$ cat config.mk
export PLATFORM = sky130hd
export DESIGN_NAME = multisend_arbiter_flat
export DESIGN_NICKNAME = d
export VERILOG_FILES = /design/src/rtl/multisend_arbiter_if.sv /design/src/rtl/multisend_arbiter.sv /design/src/flat_wrapper.sv
export SDC_FILE = /design/constraint.sdc
export NUM_CORES = 1
export LEC_CHECK = 0
export CORE_MARGIN = 10
export CORE_UTILIZATION = 45
export CTS_CLUSTER_DIAMETER = 40
export DETAILED_ROUTE_END_ITERATION = 10
export PLACE_DENSITY = 0.86
export SETUP_SLACK_MARGIN = 0.2
export SLEW_MARGIN = 5
export SYNTH_ARGS = -nofsm -noshare
export SYNTH_HDL_FRONTEND = slang
export SYNTH_SLANG_ARGS = --single-unit
$ cat constraint.sdc
create_clock -name hwclk -period 3.39 [get_ports hwclk]
set_clock_uncertainty 0.05 [all_clocks]
set_input_delay 0.678 -clock hwclk [delete_from_list [all_inputs] [get_ports hwclk]]
set_output_delay 0.678 -clock hwclk [all_outputs]
set_load 0.01 [all_outputs]
$ cat src/rtl/multisend_arbiter_if.sv
// Signal bundle between the requesters / multisend transmitter and the arbiter.
// The slave view is the arbiter; the master view is everything around it.
interface multisend_arbiter_if;
    logic [3:0]  req;
    logic [31:0] num0;
    logic [31:0] num1;
    logic [31:0] num2;
    logic [31:0] num3;
    logic [3:0]  grant;
    logic [3:0]  ack;
    logic [3:0]  err;
    logic [31:0] send_num;
    logic        send_en;
    logic        send_done;
    logic        busy;

    modport slave (
        input  req, num0, num1, num2, num3, send_done,
        output grant, ack, err, send_num, send_en, busy
    );

    modport master (
        output req, num0, num1, num2, num3, send_done,
        input  grant, ack, err, send_num, send_en, busy
    );
endinterface

$ cat src/rtl/multisend_arbiter.sv
// Round-robin owner of the single multisend transmitter: grants one of four
// requesters, runs its frame, returns ack or timeout err, then idles for a gap.
module multisend_arbiter #(
    parameter int unsigned GAP_CYCLES     = 1200000,
    parameter int unsigned TIMEOUT_CYCLES = 24000000
) (
    input  logic               hwclk,
    input  logic               rst_n,
    multisend_arbiter_if.slave bus
);
    localparam logic [31:0] GAP_LOAD    = (GAP_CYCLES == 0) ? 32'd1 : 32'(GAP_CYCLES);
    localparam logic [31:0] TIMEOUT_LIM = 32'(TIMEOUT_CYCLES);

    typedef enum logic [1:0] {IDLE, LOAD, SEND, GAP} state_t;

    state_t      state_q;
    logic [1:0]  ptr_q;
    logic [1:0]  gidx_q;
    logic        seen_low_q;
    logic [31:0] tcnt_q;
    logic [31:0] gcnt_q;
    logic [3:0]  grant_q;
    logic [3:0]  ack_q;
    logic [3:0]  err_q;
    logic [31:0] send_num_q;
    logic        send_en_q;

    logic [3:0]  rot_req;
    logic [1:0]  pick_off;
    logic [1:0]  pick_idx;
    logic        pick_valid;
    logic [31:0] num_arr [4];
    logic [31:0] tcnt_d;
    logic [31:0] gcnt_d;
    logic        done_hit;
    logic        timeout_hit;

    assign num_arr[0] = bus.num0;
    assign num_arr[1] = bus.num1;
    assign num_arr[2] = bus.num2;
    assign num_arr[3] = bus.num3;

    // Requests rotated so that bit 0 is the requester at ptr_q.
    for (genvar gi = 0; gi < 4; gi++) begin : g_rot
        assign rot_req[gi] = bus.req[ptr_q + 2'(gi)];
    end

    always_comb begin
        pick_off = 2'd3;
        if (rot_req[0])      pick_off = 2'd0;
        else if (rot_req[1]) pick_off = 2'd1;
        else if (rot_req[2]) pick_off = 2'd2;
    end

    assign pick_idx    = ptr_q + pick_off;
    assign pick_valid  = |bus.req;
    assign tcnt_d      = tcnt_q + 32'd1;
    assign gcnt_d      = gcnt_q - 32'd1;
    // done is stale from the previous frame until it has been seen low once
    assign done_hit    = bus.send_done && seen_low_q;
    assign timeout_hit = (tcnt_d == TIMEOUT_LIM);

    always_ff @(posedge hwclk or negedge rst_n) begin
        if (!rst_n) begin
            state_q    <= IDLE;
            ptr_q      <= 2'd0;
            gidx_q     <= 2'd0;
            seen_low_q <= 1'b0;
            tcnt_q     <= 32'd0;
            gcnt_q     <= 32'd0;
            grant_q    <= 4'd0;
            ack_q      <= 4'd0;
            err_q      <= 4'd0;
            send_num_q <= 32'd0;
            send_en_q  <= 1'b0;
        end else begin
            ack_q <= 4'd0;
            err_q <= 4'd0;
            case (state_q)
                IDLE: begin
                    if (pick_valid) begin
                        grant_q    <= 4'b0001 << pick_idx;
                        gidx_q     <= pick_idx;
                        send_num_q <= num_arr[pick_idx];
                        state_q    <= LOAD;
                    end
                end
                LOAD: begin
                    send_en_q  <= 1'b1;
                    seen_low_q <= 1'b0;
                    tcnt_q     <= 32'd0;
                    state_q    <= SEND;
                end
                SEND: begin
                    tcnt_q <= tcnt_d;
                    if (!bus.send_done) begin
                        seen_low_q <= 1'b1;
                    end
                    if (done_hit || timeout_hit) begin
                        if (done_hit) ack_q <= grant_q;
                        else          err_q <= grant_q;
                        send_en_q <= 1'b0;
                        grant_q   <= 4'd0;
                        gcnt_q    <= GAP_LOAD;
                        ptr_q     <= gidx_q + 2'd1;
                        state_q   <= GAP;
                    end
                end
                GAP: begin
                    if (gcnt_q <= 32'd1) begin
                        state_q <= IDLE;
                    end else begin
                        gcnt_q <= gcnt_d;
                    end
                end
                default: state_q <= IDLE;
            endcase
        end
    end

    assign bus.grant    = grant_q;
    assign bus.ack      = ack_q;
    assign bus.err      = err_q;
    assign bus.send_num = send_num_q;
    assign bus.send_en  = send_en_q;
    assign bus.busy     = (state_q != IDLE);
endmodule

$ cat src/flat_wrapper.sv
// flat-port wrapper written by rule: the top's interface ports become plain ports
module multisend_arbiter_flat 
#(
    parameter int unsigned GAP_CYCLES     = 1200000,
    parameter int unsigned TIMEOUT_CYCLES = 24000000
)
  (hwclk, rst_n, bus_req, bus_num0, bus_num1, bus_num2, bus_num3, bus_send_done, bus_grant, bus_ack, bus_err, bus_send_num, bus_send_en, bus_busy);
  multisend_arbiter_if bus_i ();
  input  logic hwclk;
  input  logic rst_n;
  input wire logic [$bits(bus_i.req)-1:0] bus_req;
  input wire logic [$bits(bus_i.num0)-1:0] bus_num0;
  input wire logic [$bits(bus_i.num1)-1:0] bus_num1;
  input wire logic [$bits(bus_i.num2)-1:0] bus_num2;
  input wire logic [$bits(bus_i.num3)-1:0] bus_num3;
  input wire logic [$bits(bus_i.send_done)-1:0] bus_send_done;
  output wire logic [$bits(bus_i.grant)-1:0] bus_grant;
  output wire logic [$bits(bus_i.ack)-1:0] bus_ack;
  output wire logic [$bits(bus_i.err)-1:0] bus_err;
  output wire logic [$bits(bus_i.send_num)-1:0] bus_send_num;
  output wire logic [$bits(bus_i.send_en)-1:0] bus_send_en;
  output wire logic [$bits(bus_i.busy)-1:0] bus_busy;
  assign bus_i.req = bus_req;
  assign bus_i.num0 = bus_num0;
  assign bus_i.num1 = bus_num1;
  assign bus_i.num2 = bus_num2;
  assign bus_i.num3 = bus_num3;
  assign bus_i.send_done = bus_send_done;
  assign bus_grant = bus_i.grant;
  assign bus_ack = bus_i.ack;
  assign bus_err = bus_i.err;
  assign bus_send_num = bus_i.send_num;
  assign bus_send_en = bus_i.send_en;
  assign bus_busy = bus_i.busy;
  multisend_arbiter #(.GAP_CYCLES(GAP_CYCLES), .TIMEOUT_CYCLES(TIMEOUT_CYCLES)) u_core (.hwclk(hwclk), .rst_n(rst_n), .bus(bus_i));
endmodule
==> results of run 1 <==
-- cells in the mapped netlist (all sizes together), types with 7 or more instances --
master and count:
o2bb2ai 18, nand4 19, o31ai 7, or3 9, nand2b 8, nor4 16, nor2 38, dfrtp 116
nand2 145, o21ai 37, clkbuf 43, inv 25, mux2i 9, or4 8, a21oi 23, mux4 32
a21o 10, xnor2 7, a22o 13, ha 8, nand3 28, a31oi 22, o41ai 7, and3 10
nor3 36, buf 13
-- per-layer routing --
layer  up-vias  track usage
met2       394        0.374
li1       3304            -
met4         0       0.0946
met3        73       0.0757
met5         -            0
met1      3549        0.237
-- repair_timing --
item                                    4_1_cts  5_1_grt
endpoints found under the setup margin       26       38
pin swaps                                     1       14
buffers inserted                              3       11
hold buffers                                  0        0
gates resized for setup                       6       32
gates cloned                                  0        2
-- worst reg2reg max path, cell delays in order, from the launching register on --
cell and delay, ps:
sky130_fd_sc_hd__dfrtp_2 410, sky130_fd_sc_hd__ha_4 170, sky130_fd_sc_hd__nand3_4 100, sky130_fd_sc_hd__or4_4 580, sky130_fd_sc_hd__nor3_4 200, sky130_fd_sc_hd__o22ai_1 100
sky130_fd_sc_hd__or4_4 540, sky130_fd_sc_hd__buf_6 160, sky130_fd_sc_hd__o31a_1 310, sky130_fd_sc_hd__a21oi_4 200, sky130_fd_sc_hd__buf_2 210, sky130_fd_sc_hd__a21oi_1 80
-- flip-flops by register name, summed over array words and instances, names as in the netlist --
register             flops
u_core.bus.send_en       1
u_core.ptr_q             2
u_core.state_q           2
u_core.tcnt_q           32
u_core.bus.ack           4
u_core.bus.grant         4
u_core.bus.send_num     32
u_core.gcnt_q           32
u_core.gidx_q            2
u_core.seen_low_q        1
u_core.bus.err           4
-- cell families after synthesis --
family | Yosys count | synth area share
AOI/OAI and AO/OA | 176 | 0.180
xor gates and xnor gates | 13 | 0.0158
adders and majority gates | 8 | 0.0139
muxes | 44 | 0.117
DFF | 116 | 0.402
buffers and inverters | 83 | 0.0461
and+or+nand+nor | 336 | 0.225
-- per-stage QoR --
stage | area (um2) | total power (uW)
2_1_floorplan | 7260 | 4760
3_3_place_gp | 9560 | 6260
3_5_place_dp | 9560 | 6400
4_1_cts | 10200 | 8390
5_1_grt | 10500 | 9050
6_report | 10500 | 8550
-- how the worst min path moves through the flow --
| stage | to | slack (ps) | depth (start not counted) |
|---|---|---|---|
| 4_1_cts | u_core.tcnt_q[7] | 240 | 1 |
| 2_1_floorplan | u_core.bus.ack[0] | 330 | 0 |
| 5_1_grt | u_core.tcnt_q[7] | 280 | 1 |
| 6_report | u_core.tcnt_q[7] | 230 | 1 |
| 3_5_place_dp | u_core.bus.send_num[14] | 410 | 2 |
| 3_3_place_gp | u_core.bus.send_num[9] | 410 | 2 |
-- layout make-up --
type | instances | area, um2 | area share
Sequential cell | 116 | 2910 | 0.277
Timing Repair Buffer | 248 | 2420 | 0.231
Clock buffer | 20 | 457 | 0.0435
Tap cell | 216 | 270 | 0.0257
Clock inverter | 12 | 178 | 0.0169
Inverter | 27 | 101 | 0.00965
Multi-Input combinational cell | 577 | 4160 | 0.396
-- power by group through the flow --
| stage | Sequential, uW | Clock, uW | Combinational (uW) |
|---|---|---|---|
| after global placement | 2080 | 0 | 4180 |
| after CTS | 2100 | 1950 | 4340 |
| after detailed placement | 2100 | 0 | 4290 |
| final | 2110 | 1930 | 4500 |
| after global routing | 2150 | 2030 | 4870 |
| after floorplan | 2130 | 0 | 2630 |
==> summary.md, run 1 <==
| Metric | Value |
|---|---|
| Status | finished clean |
| Post-synthesis average cell area | between 9 and 10 um2 |
| Number of failing setup endpoints in the final timing report | 0 |
| Post-synthesis cell type with the largest combined area | sky130_fd_sc_hd__dfrtp_1 |
| Ratio of final minimum period to clock period | 0.949 |
| Vias in the first global route | 7354 |
| Number of I/O pins | 181 |
| RSZ-0062 raised after global routing | true |
| Area fraction of the dominant cell type after synthesis | 0.402 |
| Crit-path max cell delay | approximately 580 ps |
| Antenna violations before repair | 0 |
| Sequential-to-total area share from yosys stat | 0.402 |
| Count of max-cap constraint violations | 0 |
| Critical path class | flop to flop |
| Accumulated negative setup slack | 0 ps |
| Yosys warning total | 0 |
| Vias after detailed routing | around 7300 |
| Cell family contributing the most delay on the critical path | simple AND/OR/NAND/NOR gates |
| Placed Cells | around 1200 |
| Maximum fanout count along the critical path | 5 |
| Highest metal layer with signal wires | met4 |
| Switching fraction of total power | 0.395 |
| Routed length per instance | approximately 20 um |
| DRC violation count after routing | 0 |
| Hold WC Path Type | primary input to asynchronous set/reset pin |
| Count of port buffers added during placement | 180 |
| Detailed placement HPWL | between 15000 and 20000 um |
| Clock Tree Buf Depth | 2 |
| Combinational power share | 0.526 |
| Number of iterations in the first detailed-routing pass | 6 |
| Net count after synthesis | between 900 and 1000 |
| Fmax achieved | slightly above 300 MHz |
| Initial core utilization | 0.456 |
| Crit path depth | 11 |
| Total die area | roughly 22000 um2 |
| Time the worst path needs with I/O delays and setup | 3220 ps |
| Initial DRC Count | 637 |
| Cts bufs inserted | 17 |
| Switch Pwr | around 3400 uW |
| Max-Slew Margin vs Limit | 0.479 |
| CP Launch Type | flop |
| Final cell count without fillers | 1216 |
| Critical path's slowest cell | sky130_fd_sc_hd__or4_4 |
| Count of H-tree levels built during CTS | 4 |
| Antenna-violating nets left | 0 |
| Internal power | between 5000 and 6000 uW |
| Number of slew-limit violations in the final report | 0 |
| Largest vdd supply drop | 0.995 mV |
| Power per unit of standard cell area | roughly 810 nW/um2 |
| R2R setup slack | between 150 and 200 ps |
| Final critical-path setup slack | between 150 and 200 ps |
| Ranking of synthesized cells by area | sky130_fd_sc_hd__dfrtp_1 (40%), sky130_fd_sc_hd__mux4_2 (10%), sky130_fd_sc_hd__nand2_1 (7.5%), sky130_fd_sc_hd__o21ai_0 (2.6%), sky130_fd_sc_hd__nor3_1 (2.3%) |
| Number of hold violations in the final report | 0 |
| Worst-case reg-to-reg path depth | 11 |
| Startpoint of the most critical register-to-register path | u_core.tcnt_q[0] |
| Global-route wire length before repair | 38300 um |
| Wirelength, routed | ~24000 um |
| Part of the power in the clock network | 0.226 |
| Die height | roughly 150 um |
| Worst hold slack after final layout | approximately 230 ps |
| Sort of element at the end of the critical path | flop |
| Clock sink count | 116 |
| Die outline width | ~150 um |
| Floorplan row count | 46 |
| Worst Tran Pin Value | between 700 and 800 ps |
| Post-synthesis async set-or-reset flop share | 1.00 |
| CTS tree | done |
| Buffers plus inverters on the worst setup path | 2 |
| Post-Synthesis Cell Area | 7220 um2 |
| Root Driver | sky130_fd_sc_hd__clkbuf_16 |
| Wire length on met1 | about 8600 um |
| Distinct cell type count after synthesis | around 70 |
| # diodes | 0 |
| Wire length on met3 | 2220 um |
| CP required | between 3000 and 4000 ps |
| Leading cell type in the layout, fill and taps excluded | sky130_fd_sc_hd__clkdlybuf4s50_1 |
| Setup slack after placement | 122 ps |
| Detail Route met2 WL | around 13000 um |
| Clock latency of the later-clocked register in the worst-skew pair | around 420 ps |
| Final weighted congestion in routability-driven placement | just under 0.9 |
| Post-Route Utilization | 0.663 |
| Via-per-instance ratio | 6.02 |
| Floorplan Core Area | 15800 um2 |
| Endpoint of the worst setup timing path | u_core.gcnt_q[0] |
| Sequential Power Share | 0.247 |
| Count of state elements after synthesis | 116 |
| # nets final | 1130 |
| Leading cell types in the layout, fill and taps excluded | sky130_fd_sc_hd__clkdlybuf4s50_1 (179), sky130_fd_sc_hd__nand2_1 (143), sky130_fd_sc_hd__dfrtp_1 (111), sky130_fd_sc_hd__buf_4 (55), sky130_fd_sc_hd__nor2_1 (37) |
| Data arrival time of the critical path | approximately 3500 ps |
| Most common cell on crit path | sky130_fd_sc_hd__or4_4 |
| Post-synth EDFFs | 0 |
| Overall global routing resource usage | 0.217 |
| Worst r2r dst | u_core.gcnt_q[0] |
| Grt total ovfl | 0 |
| Clock slew at the register clock pins of the worst setup and hold paths | roughly 60 ps |
| CP Launch Point | u_core.tcnt_q[0] |
| Reported leakage power | roughly 0.0044 uW |
| Number of cells produced by synthesis | between 700 and 800 |
| Total of fill cells in the finished design | around 1100 |
| Area growth from synthesis to layout | 45.4% |
| Main flop type after synthesis | sky130_fd_sc_hd__dfrtp_1 |
| Maximum number of pins on one net before global-route repair | 47 |
| Cell-by-cell listing of the critical path | ha_4 > nand3_4 > or4_4 > nor3_4 > o22ai_1 > or4_4 > buf_6 > o31a_1 > a21oi_4 > buf_2 > a21oi_1 |
| Fraction of final layout cells sized beyond drive strength 1 | 0.187 |
No activity file was read; power rests on OpenSTA's default activity.
==> run 2, diff against run 1 <==
--- a/config.mk
+++ b/config.mk
@@ -9,7 +9,7 @@
 export CORE_UTILIZATION = 45
 export CTS_CLUSTER_DIAMETER = 40
 export DETAILED_ROUTE_END_ITERATION = 10
-export PLACE_DENSITY = 0.86
+export PLACE_DENSITY = 0.77
 export SETUP_SLACK_MARGIN = 0.2
 export SLEW_MARGIN = 5
 export SYNTH_ARGS = -nofsm -noshare
==> run 2 against run 1 <==
Combinational power is 3% lower. Register-to-register slack hardly changed. Sequential share of layout area is 0.37 points higher. Die area is the same. Hold slack got worse by 7.8 ps. Design area decreased by 1.3%. Fmax shrank 0.38%. Count of clock-buffer cells in the layout rose by 3. Flip-flop and latch count stayed put.
==> summary.md, run 2 (synthesized netlist as in run 1, its figures left out) <==
| Metric | Value |
|---|---|
| # nets final | ~1100 |
| Largest vdd supply drop | about 0.96 mV |
| Critical path's slowest cell | sky130_fd_sc_hd__or4_4 |
| Placed Cells | 1167 |
| Hold WC Path Type | primary input to asynchronous set/reset pin |
| Grt total ovfl | 0 |
| Wirelength, routed | 22600 um |
| Setup slack after placement | -59.9 ps |
| Vias after detailed routing | roughly 7000 |
| Leading cell types in the layout, fill and taps excluded | sky130_fd_sc_hd__clkdlybuf4s50_1 (179), sky130_fd_sc_hd__nand2_1 (143), sky130_fd_sc_hd__dfrtp_1 (110), sky130_fd_sc_hd__buf_4 (56) |
| DRC violation count after routing | 0 |
| CTS tree | done |
| Fmax achieved | roughly 310 MHz |
| Cell-by-cell listing of the critical path | ha_4 > nand3_4 > or4_4 > nor3_4 > o22ai_1 > or4_4 > buf_6 > o41ai_4 > buf_6 > buf_12 > a31oi_1 > o21a_1 |
| Total die area | ~22000 um2 |
| Global routing met2 resource utilization | 0.341 |
| Power per unit of standard cell area | about 800 nW/um2 |
| # diodes | 0 |
| Cts-stage hold buffer count | 0 |
| Antenna-violating nets left | 0 |
| Via-per-instance ratio | between 5 and 6 |
| Clock latency of the later-clocked register in the worst-skew pair | about 420 ps |
| Final weighted congestion in routability-driven placement | between 0.8 and 0.9 |
| Number of iterations in the first detailed-routing pass | 5 |
| Initial core utilization | 0.456 |
| Final critical-path setup slack | between 150 and 200 ps |
| Count of H-tree levels built during CTS | 4 |
| Maximum fanout count along the critical path | 6 |
| CP Launch Type | flop |
| Reported leakage power | ~0.0043 uW |
| CP required | between 3000 and 4000 ps |
| Accumulated negative setup slack | 0 ps |
| Met1 Resource Use GR | 0.235 |
| Routed length per instance | around 19 um |
| Crit-path max cell delay | between 500 and 600 ps |
| Detailed placement HPWL | around 17000 um |
| Number of failing setup endpoints in the final timing report | 0 |
| Floorplan Core Area | approximately 16000 um2 |
| Overall global routing resource usage | 0.207 |
| Buffers plus inverters on the worst setup path | 3 |
| Cell family contributing the most delay on the critical path | simple AND/OR/NAND/NOR gates |
| Global-route wire length before repair | about 36000 um |
| Final Cell Area | approximately 10000 um2 |
| Sort of element at the end of the critical path | flop |
| Status | finished clean |
| Initial DRC Count | ~430 |
| Root Driver | sky130_fd_sc_hd__clkbuf_16 |
| Highest-utilization routing layer at the global route stage | met2 |
| Area growth from synthesis to layout | 43.5% |
| Clock sink count | between 100 and 150 |
| Leading cell type in the layout, fill and taps excluded | sky130_fd_sc_hd__clkdlybuf4s50_1 |
| Die height | 147 um |
| Count of port buffers added during placement | 180 |
| Critical path class | flop to flop |
| Area of placed instances | 9530 um2 |
| RSZ-0062 raised after global routing | true |
| Ratio of final minimum period to clock period | 0.952 |
| Post-Route Utilization | 0.655 |
| Max-Slew Margin vs Limit | 0.533 |
| Maximum number of pins on one net before global-route repair | 56 |
| Number of slew-limit violations in the final report | 0 |
| Number of hold violations in the final report | 0 |
| Data arrival time of the critical path | ~3500 ps |
| Die outline width | between 100 and 150 um |
| Clock slew at the register clock pins of the worst setup and hold paths | ~50 ps |
| Number of I/O pins | ~180 |
| Time the worst path needs with I/O delays and setup | about 3200 ps |
| Antenna violations before repair | 0 |
| Vias in the first global route | between 6000 and 7000 |
| Fraction of final layout cells sized beyond drive strength 1 | 0.177 |
| Floorplan row count | 46 |
| Count of max-cap constraint violations | 0 |
| Cts bufs inserted | 17 |
| Final cell count without fillers | 1210 |
| Clock Tree Buf Depth | 2 |
| Met3 track demand over resource | 0.0816 |
| Worst Tran Pin Value | 694 ps |
## run 2: cell count changes in the layout (fill, tap and decap cells not counted), moves of 2 or more
cell                       previous run  this run
sky130_fd_sc_hd__clkinv_4             3         0
sky130_fd_sc_hd__o21ai_0             34        37
sky130_fd_sc_hd__o21ai_1              3         0
sky130_fd_sc_hd__clkbuf_8             2         4
sky130_fd_sc_hd__nor4_1              12        14
sky130_fd_sc_hd__nor4_2               3         1
## run 2: cell type report
type	instances	area (um2)
Fill cell	1232	5470
Multi-Input combinational cell	577	4120
Sequential cell	116	2910
Timing Repair Buffer	246	2370
Clock buffer	23	488
Tap cell	216	270
Inverter	27	101
Clock inverter	5	100
## run 2: per-layer routing
| layer | up-vias | wire [um] |
|---|---|---|
| met2 | 278 | 11500 |
| met5 | - | 0 |
| met4 | 0 | 584 |
| li1 | 3295 | - |
| met1 | 3351 | 8470 |
| met3 | 40 | 2080 |
## run 2: timing repair
item,4_1_cts,5_1_grt
setup endpoints to repair,33,37
pin swaps,0,14
gates cloned,0,1
resized for setup,11,17
buffers inserted,0,14
## run 2: power by group
part / switching [uW] / leakage (uW) / internal [uW]
registers: 319 / 0.00149 / 1760
logic: 2290 / 0.00255 / 2090
clock network: 603 / 0.000291 / 1210
total: 3210 / 0.00432 / 5070
## run 2: path summary, 6_finish.rpt
kind | startpoint | end | slack [ps] | cells after the start
max | u_core.tcnt_q[1] | u_core.gcnt_q[14] | 160 | 12
min | rst_n | u_core.tcnt_q[10] | 220 | 1
max reg2reg | u_core.tcnt_q[1] | u_core.gcnt_q[14] | 160 | 12
min reg2reg | u_core.bus.send_num[16] | u_core.bus.send_num[16] | 420 | 2
max in group asynchronous | rst_n | u_core.bus.grant[1] | 2360 | 2
min in group hwclk | u_core.bus.send_num[16] | u_core.bus.send_num[16] | 420 | 2
## run 2: metrics by stage
stage	hold slack, ps	total power [uW]
floorplan	332	4760
global placement	407	6300
detailed placement	411	6390
CTS	236	8250
global route	246	8830
finish	222	8280
==> run 3, diff against run 2 <==
--- a/config.mk
+++ b/config.mk
@@ -5,12 +5,14 @@
 export SDC_FILE = /design/constraint.sdc
 export NUM_CORES = 1
 export LEC_CHECK = 0
+export CAP_MARGIN = 40
 export CORE_MARGIN = 10
 export CORE_UTILIZATION = 45
 export CTS_CLUSTER_DIAMETER = 40
 export DETAILED_ROUTE_END_ITERATION = 10
 export PLACE_DENSITY = 0.77
 export SETUP_SLACK_MARGIN = 0.2
+export SKIP_CTS_REPAIR_TIMING = 1
 export SLEW_MARGIN = 5
 export SYNTH_ARGS = -nofsm -noshare
 export SYNTH_HDL_FRONTEND = slang
==> run 3 against run 2 <==
Final cell count is 0.17% lower. Total power hardly changed. Critical path depth is 1 lower. Combinational power hardly changed. Design area hardly changed. Setup slack better by 6.1 ps. First-iteration DRC count is 9.2% higher. Sequential share of layout area hardly changed. Fmax is 0.19% higher. Critical path type unchanged. Critical endpoint is now u_core.gcnt_q[12].
==> summary.md, run 3 (synthesized netlist as in run 1, its figures left out) <==
| Metric | Value |
|---|---|
| Status | finished clean |
| Cts bufs inserted | 17 |
| Overall power after layout | 8280 uW |
| Grt total ovfl | 0 |
| Number of I/O pins | ~180 |
| Via-per-instance ratio | approximately 5.8 |
| Data arrival time of the critical path | about 3500 ps |
| CP Launch Point | u_core.tcnt_q[7] |
| Root Driver | sky130_fd_sc_hd__clkbuf_16 |
| Power per unit of standard cell area | ~800 nW/um2 |
| Initial DRC Count | ~470 |
| Vias after detailed routing | 6952 |
| # diodes | 0 |
| Final weighted congestion in routability-driven placement | ~0.88 |
| Final critical-path setup slack | 168 ps |
| Antenna-violating nets left | 0 |
| Die outline width | ~150 um |
| Accumulated negative setup slack | 0 ps |
| CTS tree | done |
| Detailed placement HPWL | roughly 17000 um |
| RSZ-0062 raised after global routing | true |
| Worst Tran Pin Value | approximately 700 ps |
| Critical path class | flop to flop |
| Clock sink count | approximately 120 |
| Initial core utilization | 0.456 |
| Total die area | between 20000 and 25000 um2 |
| CP Launch Type | flop |
| Clock latency of the later-clocked register in the worst-skew pair | between 400 and 500 ps |
| Count of H-tree levels built during CTS | 4 |
| Antenna violations before repair | 0 |
| Count of max-cap constraint violations | 0 |
| Largest vdd supply drop | roughly 0.97 mV |
| Number of hold violations in the final report | 0 |
| Leading cell type in the layout, fill and taps excluded | sky130_fd_sc_hd__clkdlybuf4s50_1 |
| # nets final | approximately 1100 |
| Time the worst path needs with I/O delays and setup | ~3200 ps |
| Leading cell types in the layout, fill and taps excluded | sky130_fd_sc_hd__clkdlybuf4s50_1 (179), sky130_fd_sc_hd__nand2_1 (144), sky130_fd_sc_hd__dfrtp_1 (109), sky130_fd_sc_hd__buf_4 (55) |
| Ratio of final minimum period to clock period | 0.950 |
| Max-Slew Margin vs Limit | 0.529 |
| Hold WC Path Type | primary input to asynchronous set/reset pin |
| Endpoint of the worst setup timing path | u_core.gcnt_q[12] |
| Fraction of final layout cells sized beyond drive strength 1 | 0.177 |
| Overall global routing resource usage | 0.206 |
| Maximum number of pins on one net before global-route repair | 56 |
| Clock Tree Buf Depth | 2 |
| Floorplan Core Area | 15800 um2 |
| Die height | 147 um |
| Setup slack after placement | -59.9 ps |
| Sort of element at the end of the critical path | flop |
| Worst-case reg-to-reg path depth | 11 |
| Area growth from synthesis to layout | 43.6% |
| Startpoint of the most critical register-to-register path | u_core.tcnt_q[7] |
| Reported leakage power | about 0.0043 uW |
| Global-route wire length before repair | roughly 36000 um |
| Fmax achieved | between 300 and 400 MHz |
| Routed length per instance | between 15 and 20 um |
| Floorplan row count | between 40 and 50 |
| CP required | roughly 3700 ps |
| R2R setup slack | approximately 170 ps |
| Maximum fanout count along the critical path | 13 |
| Wirelength, routed | around 23000 um |
| Clock slew at the register clock pins of the worst setup and hold paths | ~50 ps |
| Number of slew-limit violations in the final report | 0 |
| Number of iterations in the first detailed-routing pass | 4 |
| DRC violation count after routing | 0 |
| Vias in the first global route | ~6800 |
| Worst r2r dst | u_core.gcnt_q[12] |
| Number of failing setup endpoints in the final timing report | 0 |
| Count of port buffers added during placement | 180 |
| Post-Route Utilization | 0.655 |
run 3: changes by cell type in the layout (fill, tap and decap cells not counted), moves of 2 or more:
cell,change
sky130_fd_sc_hd__nor4_2,+2
sky130_fd_sc_hd__nand4_4,+2
sky130_fd_sc_hd__nor4_1,-2
sky130_fd_sc_hd__nand4_2,-2
run 3: per-layer routing:
layer | vias up | part of all wire | track usage
met4 | 0 | 0.024 | 0.0816
met5 | - | 0 | 0
met1 | 3347 | 0.38 | 0.235
li1 | 3302 | - | -
met2 | 268 | 0.51 | 0.340
met3 | 35 | 0.088 | 0.0810
run 3: power by group:
group | internal [uW] | total, uW | switching [uW]
Combinational | 2070 | 4380 | 2300
Sequential | 1760 | 2080 | 320
Clock | 1210 | 1820 | 606
run 3: worst min-delay path by stage:
stage | start | to | slack [ps]
final | rst_n | u_core.bus.send_en | 210
after global routing | rst_n | u_core.bus.send_en | 240
after CTS | rst_n | u_core.bus.send_en | 240
after detailed placement | u_core.bus.send_num[8] | u_core.bus.send_num[8] | 410
after global placement | u_core.bus.send_num[30] | u_core.bus.send_num[30] | 410
after floorplan | rst_n | u_core.bus.ack[0] | 330
run 3: area by class of cell:
cell class              instances  area [um2]
flip-flops and latches        116        2910
fillers                      1242        5460
clock buffers                  23         488
inverters                      27         101
clock inverters                 5         100
well taps                     216         270
multi-input cells             577        4150
repair buffers                244        2350
run 3: metrics by stage:
step	instance area, um2	instances	hold WS [ps]
after floorplan	7260	776	332
after global placement	9530	1167	407
after detailed placement	9530	1167	411
after CTS	10100	1195	236
after global routing	10400	1208	241
final	10400	1208	207
run 3: worst max-delay path, cell delays in order, from the launching register on:
cell	delay, ps
sky130_fd_sc_hd__dfrtp_2	410
sky130_fd_sc_hd__buf_4	150
sky130_fd_sc_hd__nand4_1	170
sky130_fd_sc_hd__nor4_4	330
sky130_fd_sc_hd__buf_4	190
sky130_fd_sc_hd__xnor2_1	140
sky130_fd_sc_hd__o211ai_1	160
sky130_fd_sc_hd__or4_4	550
sky130_fd_sc_hd__o41a_1	410
sky130_fd_sc_hd__buf_6	170
sky130_fd_sc_hd__or3_1	340
sky130_fd_sc_hd__nand3_1	80
